### src/rtl/s_term_loopback_bist_if.sv
// Bus bundle between the south-terminal BIST and the vertical routing channels.
// start is a one-cycle request honoured only while idle; done is a one-cycle completion pulse.
interface s_term_loopback_bist_if #(
   parameter int CNT_W = 8
);
   logic             start;
   logic [3:0]       N1BEG;
   logic [7:0]       N2BEG;
   logic [7:0]       N2BEGb;
   logic [15:0]      N4BEG;
   logic [3:0]       S1END;
   logic [7:0]       S2MID;
   logic [7:0]       S2END;
   logic [15:0]      S4END;
   logic             busy;
   logic             done;
   logic             pass;
   logic [35:0]      err_mask;
   logic [CNT_W-1:0] err_count;
   logic [2:0]       dbg_state;

   modport master (
      input  start, S1END, S2MID, S2END, S4END,
      output N1BEG, N2BEG, N2BEGb, N4BEG, busy, done, pass, err_mask, err_count, dbg_state
   );

   modport slave (
      output start, S1END, S2MID, S2END, S4END,
      input  N1BEG, N2BEG, N2BEGb, N4BEG, busy, done, pass, err_mask, err_count, dbg_state
   );
endinterface

### src/rtl/s_term_loopback_bist.sv
// Loopback BIST for the south end of the vertical single/double/quad channels.
// Optional walking-ones pre-phase enabled by defining S_TERM_BIST_WALK_EN.
module s_term_loopback_bist #(
   parameter int          NUM_VECTORS = 16,
   parameter int          SETTLE      = 2,
   parameter logic [35:0] SEED        = 36'h0_0000_0001,
   parameter int          CNT_W       = 8
) (
   input  logic                    UserCLK,
   input  logic                    reset,
   s_term_loopback_bist_if.master  bus
);

   typedef enum logic [2:0] {
      S_IDLE  = 3'd0,
      S_DRIVE = 3'd1,
      S_WAIT  = 3'd2,
      S_CHECK = 3'd3,
      S_DONE  = 3'd4
   } state_t;

   localparam logic [35:0] SEED_EFF = (SEED == 36'd0) ? 36'd1 : SEED;
   localparam logic [7:0]  LAST_VEC = 8'(NUM_VECTORS - 1);
   localparam int          SW       = CNT_W + 6;

   state_t           state, state_next;
   logic [35:0]      lfsr;
   logic [35:0]      p_reg;
   logic [35:0]      cur_p;
   logic [35:0]      ret;
   logic [35:0]      mismatch;
   logic [5:0]       pop;
   logic [SW-1:0]    sum;
   logic [CNT_W-1:0] count_next;
   logic [3:0]       settle_cnt;
   logic [7:0]       vec_cnt;
   logic             in_walk;
   logic             run_end;
   logic             busy_r, done_r, pass_r;
   logic [35:0]      err_mask_r;
   logic [CNT_W-1:0] err_count_r;

`ifdef S_TERM_BIST_WALK_EN
   logic       walk_phase;
   logic [5:0] walk_idx;

   always_ff @(posedge UserCLK) begin
      if (reset) begin
         walk_phase <= 1'b0;
         walk_idx   <= 6'd0;
      end else if (state == S_IDLE && bus.start) begin
         walk_phase <= 1'b1;
         walk_idx   <= 6'd0;
      end else if (state == S_CHECK && walk_phase) begin
         walk_idx <= walk_idx + 6'd1;
         if (walk_idx == 6'd35) walk_phase <= 1'b0;
      end
   end

   assign in_walk = walk_phase;
   assign cur_p   = walk_phase ? (36'd1 << walk_idx) : lfsr;
`else
   assign in_walk = 1'b0;
   assign cur_p   = lfsr;
`endif

   // Undo the north terminal's index reversal so mismatches line up with P bits.
   always_comb begin
      ret = '0;
      for (int i = 0; i < 4; i++) ret[i] = bus.S1END[3-i];
      for (int i = 0; i < 8; i++) begin
         ret[4+i]  = bus.S2MID[7-i];
         ret[12+i] = bus.S2END[7-i];
      end
      for (int i = 0; i < 16; i++) ret[20+i] = bus.S4END[15-i];
   end

   assign mismatch = p_reg ^ ret;

   always_comb begin
      pop = '0;
      for (int i = 0; i < 36; i++) pop = pop + {5'd0, mismatch[i]};
   end

   assign sum        = {6'd0, err_count_r} + {{CNT_W{1'b0}}, pop};
   assign count_next = (sum > {6'd0, {CNT_W{1'b1}}}) ? {CNT_W{1'b1}} : sum[CNT_W-1:0];
   assign run_end    = (state == S_CHECK) && !in_walk && (vec_cnt == LAST_VEC);

   always_ff @(posedge UserCLK) begin
      if (reset) state <= S_IDLE;
      else       state <= state_next;
   end

   always_comb begin
      state_next = state;
      case (state)
         S_IDLE:  if (bus.start) state_next = S_DRIVE;
         S_DRIVE: state_next = (SETTLE == 0) ? S_CHECK : S_WAIT;
         S_WAIT:  if (settle_cnt <= 4'd1) state_next = S_CHECK;
         S_CHECK: state_next = run_end ? S_DONE : S_DRIVE;
         S_DONE:  state_next = S_IDLE;
         default: state_next = S_IDLE;
      endcase
   end

   always_ff @(posedge UserCLK) begin
      if (reset) begin
         lfsr        <= SEED_EFF;
         p_reg       <= '0;
         settle_cnt  <= '0;
         vec_cnt     <= '0;
         busy_r      <= 1'b0;
         done_r      <= 1'b0;
         pass_r      <= 1'b0;
         err_mask_r  <= '0;
         err_count_r <= '0;
      end else begin
         done_r <= 1'b0;
         case (state)
            S_IDLE: if (bus.start) begin
               lfsr        <= SEED_EFF;
               vec_cnt     <= '0;
               busy_r      <= 1'b1;
               pass_r      <= 1'b0;
               err_mask_r  <= '0;
               err_count_r <= '0;
            end
            S_DRIVE: begin
               p_reg      <= cur_p;
               settle_cnt <= 4'(SETTLE);
            end
            S_WAIT: settle_cnt <= settle_cnt - 4'd1;
            S_CHECK: begin
               err_mask_r  <= err_mask_r | mismatch;
               err_count_r <= count_next;
               if (!in_walk) begin
                  lfsr    <= {lfsr[34:0], lfsr[35] ^ lfsr[24]};
                  vec_cnt <= vec_cnt + 8'd1;
               end
               if (run_end) begin
                  busy_r <= 1'b0;
                  done_r <= 1'b1;
                  pass_r <= ((err_mask_r | mismatch) == 36'd0);
                  p_reg  <= '0;
               end
            end
            default: ;
         endcase
      end
   end

   assign bus.N1BEG     = p_reg[3:0];
   assign bus.N2BEG     = p_reg[11:4];
   assign bus.N2BEGb    = p_reg[19:12];
   assign bus.N4BEG     = p_reg[35:20];
   assign bus.busy      = busy_r;
   assign bus.done      = done_r;
   assign bus.pass      = pass_r;
   assign bus.err_mask  = err_mask_r;
   assign bus.err_count = err_count_r;
   assign bus.dbg_state = state;

endmodule

### src/flat_wrapper.sv
// flat-port wrapper written by rule: the top's interface ports become plain ports
module s_term_loopback_bist_flat 
#(
   parameter int          NUM_VECTORS = 16,
   parameter int          SETTLE      = 2,
   parameter logic [35:0] SEED        = 36'h0_0000_0001,
   parameter int          CNT_W       = 8
)
  (UserCLK, reset, bus_start, bus_S1END, bus_S2MID, bus_S2END, bus_S4END, bus_N1BEG, bus_N2BEG, bus_N2BEGb, bus_N4BEG, bus_busy, bus_done, bus_pass, bus_err_mask, bus_err_count, bus_dbg_state);
  s_term_loopback_bist_if #(.CNT_W(CNT_W)) bus_i ();
  input  logic UserCLK;
  input  logic reset;
  input wire logic [$bits(bus_i.start)-1:0] bus_start;
  input wire logic [$bits(bus_i.S1END)-1:0] bus_S1END;
  input wire logic [$bits(bus_i.S2MID)-1:0] bus_S2MID;
  input wire logic [$bits(bus_i.S2END)-1:0] bus_S2END;
  input wire logic [$bits(bus_i.S4END)-1:0] bus_S4END;
  output wire logic [$bits(bus_i.N1BEG)-1:0] bus_N1BEG;
  output wire logic [$bits(bus_i.N2BEG)-1:0] bus_N2BEG;
  output wire logic [$bits(bus_i.N2BEGb)-1:0] bus_N2BEGb;
  output wire logic [$bits(bus_i.N4BEG)-1:0] bus_N4BEG;
  output wire logic [$bits(bus_i.busy)-1:0] bus_busy;
  output wire logic [$bits(bus_i.done)-1:0] bus_done;
  output wire logic [$bits(bus_i.pass)-1:0] bus_pass;
  output wire logic [$bits(bus_i.err_mask)-1:0] bus_err_mask;
  output wire logic [$bits(bus_i.err_count)-1:0] bus_err_count;
  output wire logic [$bits(bus_i.dbg_state)-1:0] bus_dbg_state;
  assign bus_i.start = bus_start;
  assign bus_i.S1END = bus_S1END;
  assign bus_i.S2MID = bus_S2MID;
  assign bus_i.S2END = bus_S2END;
  assign bus_i.S4END = bus_S4END;
  assign bus_N1BEG = bus_i.N1BEG;
  assign bus_N2BEG = bus_i.N2BEG;
  assign bus_N2BEGb = bus_i.N2BEGb;
  assign bus_N4BEG = bus_i.N4BEG;
  assign bus_busy = bus_i.busy;
  assign bus_done = bus_i.done;
  assign bus_pass = bus_i.pass;
  assign bus_err_mask = bus_i.err_mask;
  assign bus_err_count = bus_i.err_count;
  assign bus_dbg_state = bus_i.dbg_state;
  s_term_loopback_bist #(.NUM_VECTORS(NUM_VECTORS), .SETTLE(SETTLE), .SEED(SEED), .CNT_W(CNT_W)) u_core (.UserCLK(UserCLK), .reset(reset), .bus(bus_i));
endmodule
### config.mk
export PLATFORM = sky130hd
export DESIGN_NAME = s_term_loopback_bist_flat
export DESIGN_NICKNAME = d
export VERILOG_FILES = /design/src/rtl/s_term_loopback_bist_if.sv /design/src/rtl/s_term_loopback_bist.sv /design/src/flat_wrapper.sv
export SDC_FILE = /design/constraint.sdc
export NUM_CORES = 1
export LEC_CHECK = 0
export ABC_AREA = 1
export CORE_MARGIN = 4
export CORE_UTILIZATION = 45
export CTS_BUF_LIST = sky130_fd_sc_hd__clkbuf_2
export DETAILED_ROUTE_END_ITERATION = 8
export GPL_TIMING_DRIVEN = 0
export PLACE_DENSITY = 0.7
export SETUP_SLACK_MARGIN = 0.02
export SYNTH_ARGS = -nofsm -noshare
export SYNTH_HDL_FRONTEND = slang
export SYNTH_SLANG_ARGS = --single-unit
### constraint.sdc
create_clock -name UserCLK -period 6.7 [get_ports UserCLK]
set_clock_uncertainty 0.1 [all_clocks]
set_input_delay 0.67 -clock UserCLK [delete_from_list [all_inputs] [get_ports UserCLK]]
set_output_delay 0.67 -clock UserCLK [all_outputs]
set_load 0.02 [all_outputs]
# Word level (Yosys, flattened, before mapping)
# Index checks and enable logic that the tools add are counted.
[word_totals]
reg_bits = 134
inputBits = 39
output_inout_bits = 86
elab_cells = 94
[classes]
addsub = 38
magnitude_cmp = 2
n_eq_ne = 7
n_mux = 22
bitwise = 4
reduce_logical = 11
[op_table]
columns = ["cell", "count"]
rows = [
  ["36-bit case mux with 2 select lines", 3],
  ["6-bit by 1-bit adder with 6-bit output", 34],
  ["36-bit 2-to-1 mux", 3],
  ["36-bit logical NOT", 1],
  ["36-bit OR", 1],
  ["36-bit XOR", 1],
  ["8-bit case mux with 2 select lines", 2],
  ["8-bit 2-to-1 mux", 2],
  ["14-bit by 8-bit > comparator with 1-bit output (second input constant)", 1],
  ["3-bit case mux with 4 select lines", 1],
  ["8-bit by 6-bit adder with 9-bit output", 1],
  ["3-bit 2-to-1 mux", 3],
  ["8-bit by 1-bit adder with 8-bit output (second input constant)", 1],
  ["8-bit by 4-bit equality test with 1-bit output (second input constant)", 1],
  ["4-bit case mux with 2 select lines", 1],
  ["3-bit by 2-bit equality test with 1-bit output (second input constant)", 2],
  ["2-bit AND reduction", 3],
  ["2-bit nonzero test", 3],
  ["1-bit 2-to-1 mux", 5],
  ["4-bit by 1-bit <= comparator with 1-bit output (second input constant)", 1],
  ["2-bit by 1-bit inequality test with 1-bit output (second input constant)", 2],
  ["1-bit case mux with 2 select lines", 2],
  ["4-bit by 1-bit subtractor with 4-bit output (second input constant)", 1],
  ["3-bit by 1-bit equality test with 1-bit output (second input constant)", 1],
  ["8 further kinds", 8],
]

# Depth between registers and ports, before layout
# Gate-level depths: netlist of the first run.
[logic_depth]
word_depth = 40
depth_mapped = 28
mapped_depth_nobuf = 28

# Worst setup path after synthesis of the first run
# Ideal clock, no wire load.
[synth_timing]
path_kind = "in2reg"
start = "in bus_S1END[3]"
end = "reg u_core.err_count_r[7], in the netlist u_core.bus.err_count[7]"
setup_time_ns = 0.132
t_arrival_ns = 6.381
required_ns = 6.468
setup_slack_ns = 0.087
stages = 21
path_buffers = 0
cell_sequence = "inv_1 > nand2_1 > nand2_1 > ha_1 > fa_1 > fa_1 > fa_1 > fa_1 > inv_1 > fa_1 > fa_1 > fa_1 > fa_1 > o21ai_0 > xor2_1 > ha_1 > a21o_1 > a21boi_0 > a21oi_1 > o21ai_0 > a21oi_1"
[synth_between]
elab_chain_cells = 40
[synth_rtl]
columns = ["element", "line_no", "source"]
rows = [
  ["from (decl)", "flat_wrapper.sv:14", "input wire logic [$bits(bus_i.S1END)-1:0] bus_S1END;"],
  ["36-bit XOR *", "s_term_loopback_bist.sv:78", "assign mismatch = p_reg ^ ret;"],
  ["1-bit by 1-bit adder with 2-bit output *", "s_term_loopback_bist.sv:82", "for (int i = 0; i < 36; i++) pop = pop + {5'd0, mismatch[i]};"],
  ["6-bit by 1-bit adder with 6-bit output * (34 in series)", "s_term_loopback_bist.sv:82", ""],
  ["8-bit by 6-bit adder with 9-bit output *", "s_term_loopback_bist.sv:85", "assign sum = {6'd0, err_count_r} + {{CNT_W{1'b0}}, pop};"],
  ["14-bit by 8-bit > comparator with 1-bit output", "s_term_loopback_bist.sv:86", "assign count_next = (sum > {6'd0, {CNT_W{1'b1}}}) ? {CNT_W{1'b1}} : sum[CNT_W-1:0];"],
  ["8-bit 2-to-1 mux *", "s_term_loopback_bist.sv:86", ""],
  ["8-bit case mux with 2 select lines *", "s_term_loopback_bist.sv:119", "case (state)"],
  ["to (signal assigned)", "s_term_loopback_bist.sv:135", "err_count_r <= count_next;"],
  ["to (decl)", "s_term_loopback_bist.sv:41", "logic [CNT_W-1:0] err_count_r;"],
]
# Every way passes the cells marked *; elsewhere a longest branch is shown, timed or not.
# A chain may end at the register's enable or synchronous reset.

# Final worst setup path of the first run
# Same ends and word-level chain as after synthesis.

==> impl_metrics.prom, run 1 <==
# TYPE chip_impl_metric gauge
chip_impl_info{name="outcome",value="completed"} 1
chip_impl_metric{name="yosysWarnings",unit=""} 0
chip_impl_metric{name="synth-seq-area-share",unit="%"} 38.1
chip_impl_metric{name="synth-xor-area-share",unit="%"} 1.12
chip_impl_metric{name="synth_adder_area_share",unit="%"} 11.6
chip_impl_metric{name="gp_congestion",unit=""} 0.866
chip_impl_metric{name="timing.final.hold_violations",unit=""} 0
chip_impl_metric{name="floorplan.core_area",unit="mm2"} 0.0153
chip_impl_metric{name="fmax",unit="GHz"} 0.155
chip_impl_info{name="grt_setup_unrepaired",value="false"} 1
chip_impl_metric{name="critical_path_arrival",unit="ps"} 6940
chip_impl_metric{name="design.die.area",unit="mm2"} 0.0177
chip_impl_metric{name="netlist_instances",unit=""} 961
chip_impl_metric{name="highest_fanout_seen_on_the_critical_path",unit=""} 4
chip_impl_metric{name="maxCapViolations",unit=""} 0
chip_impl_metric{name="layout_cells_sized_above_1",unit="%"} 7.97
chip_impl_metric{name="num-nets-final",unit=""} 1190
chip_impl_metric{name="worstSkewPairLatency",unit="ps"} 710
chip_impl_metric{name="antenna_found_initial",unit=""} 1
chip_impl_info{name="cts_root_buf",value="sky130_fd_sc_hd__clkbuf_2"} 1
chip_impl_info{name="critical_path.endpoint_type",value="flip-flop"} 1
chip_impl_metric{name="final_period_minus_worst_setup_slack",unit="ps"} 6440
chip_impl_metric{name="chipWidth",unit="um"} 133
chip_impl_metric{name="vias_per_cell",unit=""} 5.02
chip_impl_metric{name="finalWirelength",unit="mm"} 20.2
chip_impl_metric{name="totalPowerFinal",unit="W"} 0.00302
chip_impl_metric{name="synth-compound-area-share",unit="%"} 14.1
chip_impl_info{name="holdCritPathClass",value="reg -> reg"} 1
chip_impl_metric{name="first_iter_violations",unit=""} 460
chip_impl_metric{name="cts_sinks",unit=""} 134
chip_impl_metric{name="mappedNetlistArea",unit="mm2"} 0.00703
chip_impl_metric{name="cts_htree_levels",unit=""} 4
chip_impl_info{name="synthTopCellsByCount",value="sky130_fd_sc_hd__nand2_1 (270), sky130_fd_sc_hd__a21oi_1 (135), sky130_fd_sc_hd__dfxtp_1 (134), sky130_fd_sc_hd__inv_1 (107), sky130_fd_sc_hd__nor2_1 (66)"} 1
chip_impl_metric{name="clockBufferDepth",unit=""} 2
chip_impl_metric{name="cp_data_required_time",unit="ps"} 7200
chip_impl_metric{name="synth_top_cell_area_share",unit="%"} 38.1
chip_impl_metric{name="layout.cells.non_filler",unit=""} 1328
chip_impl_metric{name="static_leakage_power",unit="nW"} 3.45
chip_impl_metric{name="hpwl",unit="mm"} 15.3
chip_impl_info{name="cell_type_with_the_largest_total_area_after_synthesis",value="sky130_fd_sc_hd__dfxtp_1"} 1
chip_impl_metric{name="rows",unit=""} 45
chip_impl_metric{name="first_global_vias",unit=""} 6159
chip_impl_metric{name="netlist-cell-type-count",unit=""} 34
chip_impl_metric{name="number_of_synthesized_register_bits",unit=""} 134
chip_impl_metric{name="max-vdd-ir-drop",unit="V"} 0.000250
chip_impl_metric{name="slew-limit-headroom",unit="%"} 48.7
chip_impl_metric{name="placed_cell_area",unit="mm2"} 0.00853
chip_impl_metric{name="synthesis.nets",unit=""} 1048
chip_impl_metric{name="drcViolationCount",unit=""} 0
chip_impl_metric{name="synth-edff-count",unit=""} 0
chip_impl_metric{name="power-per-cell-area",unit="mW/mm2"} 344
chip_impl_info{name="startpoint_type",value="input pin"} 1
chip_impl_metric{name="drtAntennaViolNets",unit=""} 0
chip_impl_metric{name="cts_setup_buffers",unit=""} 0
chip_impl_metric{name="fin_crit_sh",unit="%"} 96.1
chip_impl_metric{name="dp_cells",unit=""} 1295
chip_impl_metric{name="io_pins",unit=""} 125
chip_impl_metric{name="wire_length_of_the_first_global_routing_pass",unit="mm"} 31.9
chip_impl_metric{name="gr-total-overflow",unit=""} 0
chip_impl_metric{name="cts_buffers",unit=""} 17
chip_impl_metric{name="synth-simple-area-share",unit="%"} 25.6
chip_impl_metric{name="max_slew.worst_pin.slew",unit="ps"} 769
chip_impl_info{name="yosys-top-cells-area",value="sky130_fd_sc_hd__dfxtp_1 (38%), sky130_fd_sc_hd__nand2_1 (14%), sky130_fd_sc_hd__a21oi_1 (9.6%)"} 1
chip_impl_metric{name="die_h",unit="um"} 133
chip_impl_metric{name="syn2layout_area_growth",unit="%"} 24.5
chip_impl_metric{name="multiplexer_fraction_of_the_synthesized_cell_area",unit="%"} 0
chip_impl_metric{name="clock_pin_slew_worst_setup_and_hold_paths",unit="ps"} 180
chip_impl_metric{name="groute.usage.overall",unit="%"} 22.9
chip_impl_metric{name="maxSlewViolCount",unit=""} 0
chip_impl_metric{name="port_buffers",unit=""} 123
chip_impl_metric{name="vias",unit=""} 6671
chip_impl_info{name="ys_dominant_reg_cell",value="sky130_fd_sc_hd__dfxtp_1"} 1
chip_impl_info{name="tritoncts",value="yes"} 1
chip_impl_info{name="critPathKind",value="in -> reg"} 1
chip_impl_metric{name="synthesis.area_per_instance",unit="um2"} 7.32
chip_impl_metric{name="timing.final.setup_violations",unit=""} 0
chip_impl_metric{name="asyncSetResetFlopFracSynth",unit="%"} 0
chip_impl_info{name="synth_most_common_cell",value="sky130_fd_sc_hd__nand2_1"} 1
chip_impl_metric{name="nFillCells",unit=""} 1442
chip_impl_info{name="dominant_combinational_cell_family_by_area_after_synthesis",value="simple AND/OR/NAND/NOR gates"} 1
chip_impl_metric{name="detail_route.wl_per_cell",unit="um"} 15.2
chip_impl_metric{name="grt_start_max_net_pins",unit=""} 17
chip_impl_metric{name="final_area",unit="mm2"} 0.00876
chip_impl_metric{name="drt_pass1_iterations",unit=""} 5
chip_impl_metric{name="initial_core_util",unit="%"} 46.1
kinds of logic after synthesis:
kind of cell,after synthesis
AND/OR/NAND/NOR,429
AO/OA/AOI/OAI,185
buffers and inverters,156
flip-flops,134
adder cells (fa/ha/maj),48
XOR/XNOR,9
per-layer routing:
layer / share of wire [%] / global-route usage [%] / routed length (um) / vias to the layer above
met2: 46 / 35.7 / 9180 / 209
li1: - / - / - / 3354
met4: 2.3 / 8.55 / 461 / 0
met5: 0 / 0 / 0 / -
met1: 46 / 31.1 / 9370 / 3077
met3: 5.8 / 5.02 / 1170 / 31
cells in the final DEF, fill, tap and decap left out, types with 4 or more instances in the layout:
master	count
sky130_fd_sc_hd__nand2_1	268
sky130_fd_sc_hd__a21oi_1	134
sky130_fd_sc_hd__dfxtp_1	131
sky130_fd_sc_hd__clkdlybuf4s50_1	123
sky130_fd_sc_hd__inv_1	106
sky130_fd_sc_hd__nor2_1	66
sky130_fd_sc_hd__nand3_1	53
sky130_fd_sc_hd__fa_1	26
sky130_fd_sc_hd__o21ai_0	22
sky130_fd_sc_hd__buf_2	19
sky130_fd_sc_hd__ha_1	19
sky130_fd_sc_hd__clkbuf_2	18
sky130_fd_sc_hd__clkbuf_1	15
sky130_fd_sc_hd__a22oi_1	15
sky130_fd_sc_hd__or2_2	11
sky130_fd_sc_hd__nand3b_1	9
sky130_fd_sc_hd__inv_2	7
sky130_fd_sc_hd__or2_0	7
sky130_fd_sc_hd__xor2_1	6
sky130_fd_sc_hd__clkinv_1	6
sky130_fd_sc_hd__and2_1	5
sky130_fd_sc_hd__buf_6	5
sky130_fd_sc_hd__clkinv_2	5
sky130_fd_sc_hd__o21ai_1	4
worst max-delay path, cell delays in order:
cell	delay, ps
sky130_fd_sc_hd__clkdlybuf4s50_1	470
sky130_fd_sc_hd__inv_1	40
sky130_fd_sc_hd__nand2_1	60
sky130_fd_sc_hd__nand2_1	70
sky130_fd_sc_hd__ha_1	320
sky130_fd_sc_hd__fa_1	590
sky130_fd_sc_hd__fa_1	440
sky130_fd_sc_hd__fa_1	470
sky130_fd_sc_hd__fa_1	560
sky130_fd_sc_hd__inv_1	60
sky130_fd_sc_hd__fa_1	570
sky130_fd_sc_hd__fa_1	470
sky130_fd_sc_hd__fa_2	410
sky130_fd_sc_hd__fa_2	380
sky130_fd_sc_hd__o21ai_1	170
sky130_fd_sc_hd__xor2_1	210
sky130_fd_sc_hd__ha_1	300
sky130_fd_sc_hd__a21o_1	190
sky130_fd_sc_hd__a21boi_1	160
sky130_fd_sc_hd__a21oi_1	90
sky130_fd_sc_hd__o21ai_1	140
sky130_fd_sc_hd__a21oi_1	70
stage by stage:
stage	worst slack [ps]	util [%]	hold slack, ps	TNS (ps)
floorplan	87.0	-	349	0
global placement	-860	55.9	359	-6070
detailed placement	-855	55.9	369	-5990
CTS	25.0	57.1	350	0
global route	38.0	57.4	393	0
finish	264	57.4	390	0
cell type report:
cell class	instances	area, um2	area share, %
multi-input cells	671	3730	42.6
flip-flops and latches	134	2690	30.7
repair buffers	123	1230	14.1
inverters	113	424	4.84
well taps	211	264	3.01
plain buffers	43	234	2.67
clock inverters	14	92.6	1.06
clock buffers	18	90.1	1.03
diodes	1	2.50	0.0286
power breakdown:
part,switching (W),internal [W],total (W)
Combinational,0.00102,0.000748,0.00176
Clock,0.000289,0.000124,0.000413
Sequential,0.0000201,0.000819,0.000839
Total,0.00133,0.00169,0.00302
worst paths after layout:
kind	start	end	slack (ps)	cells past startpoint
max	bus_S1END[3]	u_core.bus.err_count[7]	260	22
min	u_core.bus.err_mask[3]	u_core.bus.err_mask[3]	390	2
min reg2reg	u_core.bus.err_mask[3]	u_core.bus.err_mask[3]	390	2
max reg2reg	u_core.p_reg[0]	u_core.bus.err_count[7]	300	21
what timing repair did:
action	in CTS	in global routing
pin swaps	0	7
gates resized for setup	5	16
endpoints found under the setup margin	5	8
cloned	0	0
hold buffers	0	0
No activity file was read; power rests on OpenSTA's default activity.
==> run 2, diff against run 1 <==
- CTS_BUF_LIST: sky130_fd_sc_hd__clkbuf_2 -> sky130_fd_sc_hd__clkbuf_2 sky130_fd_sc_hd__clkbuf_4 sky130_fd_sc_hd__clkbuf_8
==> impl_metrics.prom, run 2 (synthesis results as in run 1) <==
# TYPE chip_impl_metric gauge
chip_impl_metric{name="cts_htree_levels",unit=""} 4
chip_impl_info{name="worstSetupStartpoint",value="u_core.p_reg[28]"} 1
chip_impl_metric{name="port_buffers",unit=""} 123
chip_impl_metric{name="tns",unit="ps"} 0
chip_impl_info{name="critPathKind",value="reg -> reg"} 1
chip_impl_info{name="critical_path.endpoint_type",value="flip-flop"} 1
chip_impl_metric{name="maxSlewViolCount",unit=""} 0
chip_impl_metric{name="fmax",unit="GHz"} 0.154
chip_impl_metric{name="num-nets-final",unit=""} 1195
chip_impl_metric{name="io_pins",unit=""} 125
chip_impl_metric{name="cp_data_required_time",unit="ps"} 7000
chip_impl_metric{name="first_iter_violations",unit=""} 468
chip_impl_metric{name="wire_length_of_the_first_global_routing_pass",unit="mm"} 32.1
chip_impl_metric{name="totalPowerFinal",unit="W"} 0.00368
chip_impl_metric{name="initial_core_util",unit="%"} 46.1
chip_impl_metric{name="syn2layout_area_growth",unit="%"} 29.9
chip_impl_metric{name="slew-limit-headroom",unit="%"} 49.3
chip_impl_metric{name="fin_crit_sh",unit="%"} 96.6
chip_impl_info{name="worstReg2RegStart",value="u_core.p_reg[28]"} 1
chip_impl_metric{name="vias",unit=""} 6727
chip_impl_metric{name="worstSkewPairLatency",unit="ps"} 470
chip_impl_metric{name="antennaDiodeCount",unit=""} 0
chip_impl_metric{name="hpwl",unit="mm"} 15.3
chip_impl_metric{name="post-place-ws",unit="ps"} -855
chip_impl_metric{name="multi_input_comb_area",unit="mm2"} 0.00385
chip_impl_metric{name="nFillCells",unit=""} 1396
chip_impl_metric{name="max_slew.worst_pin.slew",unit="ps"} 761
chip_impl_metric{name="highest_fanout_seen_on_the_critical_path",unit=""} 4
chip_impl_metric{name="timing.final.hold_violations",unit=""} 0
chip_impl_metric{name="design.die.area",unit="mm2"} 0.0177
chip_impl_metric{name="number_of_buffers_inserted_for_hold_repair_after_clock_tree_synthesis",unit=""} 0
chip_impl_metric{name="grt_start_max_net_pins",unit=""} 17
chip_impl_info{name="origin_of_the_worst_min_delay_path",value="u_core.cur_p[18]"} 1
chip_impl_metric{name="max-vdd-ir-drop",unit="V"} 0.000310
chip_impl_metric{name="antenna_found_initial",unit=""} 0
chip_impl_info{name="tritoncts",value="yes"} 1
chip_impl_metric{name="drcViolationCount",unit=""} 0
chip_impl_metric{name="static_leakage_power",unit="nW"} 3.63
chip_impl_metric{name="finalWorstSetupSlack",unit="ps"} 227
chip_impl_metric{name="gr-total-overflow",unit=""} 0
chip_impl_metric{name="floorplan.core_area",unit="mm2"} 0.0153
chip_impl_metric{name="cts_sinks",unit=""} 134
chip_impl_metric{name="chipWidth",unit="um"} 133
chip_impl_info{name="final_cell_mix",value="sky130_fd_sc_hd__nand2_1 (256), sky130_fd_sc_hd__a21oi_1 (133), sky130_fd_sc_hd__dfxtp_1 (133)"} 1
chip_impl_metric{name="register_area",unit="mm2"} 0.00268
chip_impl_info{name="holdCritPathClass",value="reg -> reg"} 1
chip_impl_metric{name="die_h",unit="um"} 133
chip_impl_metric{name="vias_per_cell",unit=""} 5.05
chip_impl_metric{name="timing.final.setup_violations",unit=""} 0
chip_impl_info{name="startpoint_type",value="flip-flop"} 1
chip_impl_info{name="grt_setup_unrepaired",value="false"} 1
chip_impl_metric{name="clock_pin_slew_worst_setup_and_hold_paths",unit="ps"} 80
chip_impl_metric{name="first_global_vias",unit=""} 6173
chip_impl_metric{name="final_area",unit="mm2"} 0.00914
chip_impl_metric{name="gp_congestion",unit=""} 0.866
chip_impl_metric{name="finalWirelength",unit="mm"} 20.5
chip_impl_metric{name="clockBufferDepth",unit=""} 2
chip_impl_metric{name="detail_route.wl_per_cell",unit="um"} 15.4
chip_impl_info{name="outcome",value="completed"} 1
chip_impl_metric{name="layout_cells_sized_above_1",unit="%"} 11.2
chip_impl_metric{name="drtAntennaViolNets",unit=""} 0
chip_impl_metric{name="power-per-cell-area",unit="mW/mm2"} 402
chip_impl_metric{name="cts_buffers",unit=""} 17
chip_impl_metric{name="maxCapViolations",unit=""} 0
chip_impl_info{name="layout.cells.most_common",value="sky130_fd_sc_hd__nand2_1"} 1
chip_impl_metric{name="groute.usage.overall",unit="%"} 23.1
chip_impl_metric{name="final_util",unit="%"} 59.9
chip_impl_info{name="cts_root_buf",value="sky130_fd_sc_hd__clkbuf_8"} 1
chip_impl_metric{name="placed_cell_area",unit="mm2"} 0.00853
chip_impl_metric{name="drt_pass1_iterations",unit=""} 6
chip_impl_metric{name="critical_path_arrival",unit="ps"} 6770
chip_impl_metric{name="final_period_minus_worst_setup_slack",unit="ps"} 6470
chip_impl_metric{name="rows",unit=""} 45
-- run 2: cell count changes in the layout (fill, tap and decap cells not counted), sizes merged --
cell / delta
clkdlybuf4s50: -8
dlymetal6s2s: +8
clkbuf: +6
clkinv: -6
buf: +5
diode: -1
-- run 2: routing by layer --
| metal | vias up | wire length [um] | GRT usage (%) | part of all wire, % |
|---|---|---|---|---|
| met2 | 210 | 9360 | 36.7 | 46 |
| li1 | 3357 | - | - | - |
| met4 | 0 | 362 | 6.24 | 1.8 |
| met1 | 3128 | 9300 | 30.8 | 45 |
| met5 | - | 0 | 0 | 0 |
| met3 | 32 | 1450 | 6.54 | 7.1 |
-- run 2: critical path: stages, from the launching register on --
cell and delay (ps):
sky130_fd_sc_hd__dfxtp_1 370, sky130_fd_sc_hd__inv_1 70, sky130_fd_sc_hd__or2_4 230, sky130_fd_sc_hd__and2_4 140, sky130_fd_sc_hd__fa_1 490, sky130_fd_sc_hd__fa_1 520, sky130_fd_sc_hd__inv_1 60, sky130_fd_sc_hd__fa_1 530
sky130_fd_sc_hd__fa_1 570, sky130_fd_sc_hd__inv_1 60, sky130_fd_sc_hd__fa_1 480, sky130_fd_sc_hd__fa_1 530, sky130_fd_sc_hd__fa_2 440, sky130_fd_sc_hd__fa_2 440, sky130_fd_sc_hd__o21ai_2 190, sky130_fd_sc_hd__xor2_2 240
sky130_fd_sc_hd__ha_4 250, sky130_fd_sc_hd__a21o_1 210, sky130_fd_sc_hd__a21boi_2 150, sky130_fd_sc_hd__nand3_1 80, sky130_fd_sc_hd__nand2_1 70, sky130_fd_sc_hd__o21ai_1 70, sky130_fd_sc_hd__a21oi_1 140
-- run 2: path summary, 6_finish.rpt --
| path | endpoint | slack, ps | cells after the start |
|---|---|---|---|
| worst min-delay path | u_core.cur_p[18] | 380 | 2 |
| worst max-delay path | u_core.bus.err_count[7] | 230 | 22 |
| worst max register to register | u_core.bus.err_count[7] | 230 | 22 |
| worst min register to register | u_core.cur_p[18] | 380 | 2 |
-- run 2: stage by stage --
stage	cells	hold WS (ps)
2_1_floorplan	961	349
4_1_cts	1329	380
3_5_place_dp	1295	369
3_3_place_gp	1295	359
6_report	1332	379
5_1_grt	1332	389
-- run 2: final cells by class --
cell class	count	area share, %
clock inverters	8	0.767
plain buffers	43	2.56
repair buffers	128	14.1
inverters	113	4.64
multi-input cells	671	42.1
flip-flops and latches	134	29.4
clock buffers	24	3.55
well taps	211	2.89
-- run 2: power by group --
group          internal (W)  switching [W]  total [W]
clock              0.000353       0.000315   0.000668
combinational      0.000996        0.00117    0.00217
sequential         0.000817      0.0000222   0.000839
total               0.00217        0.00151    0.00368
-- run 2: repair_timing --
item,4_1_cts,5_1_grt
resized for setup,7,48
pin swaps,9,28
setup buffers,2,3
setup endpoints to repair,8,8
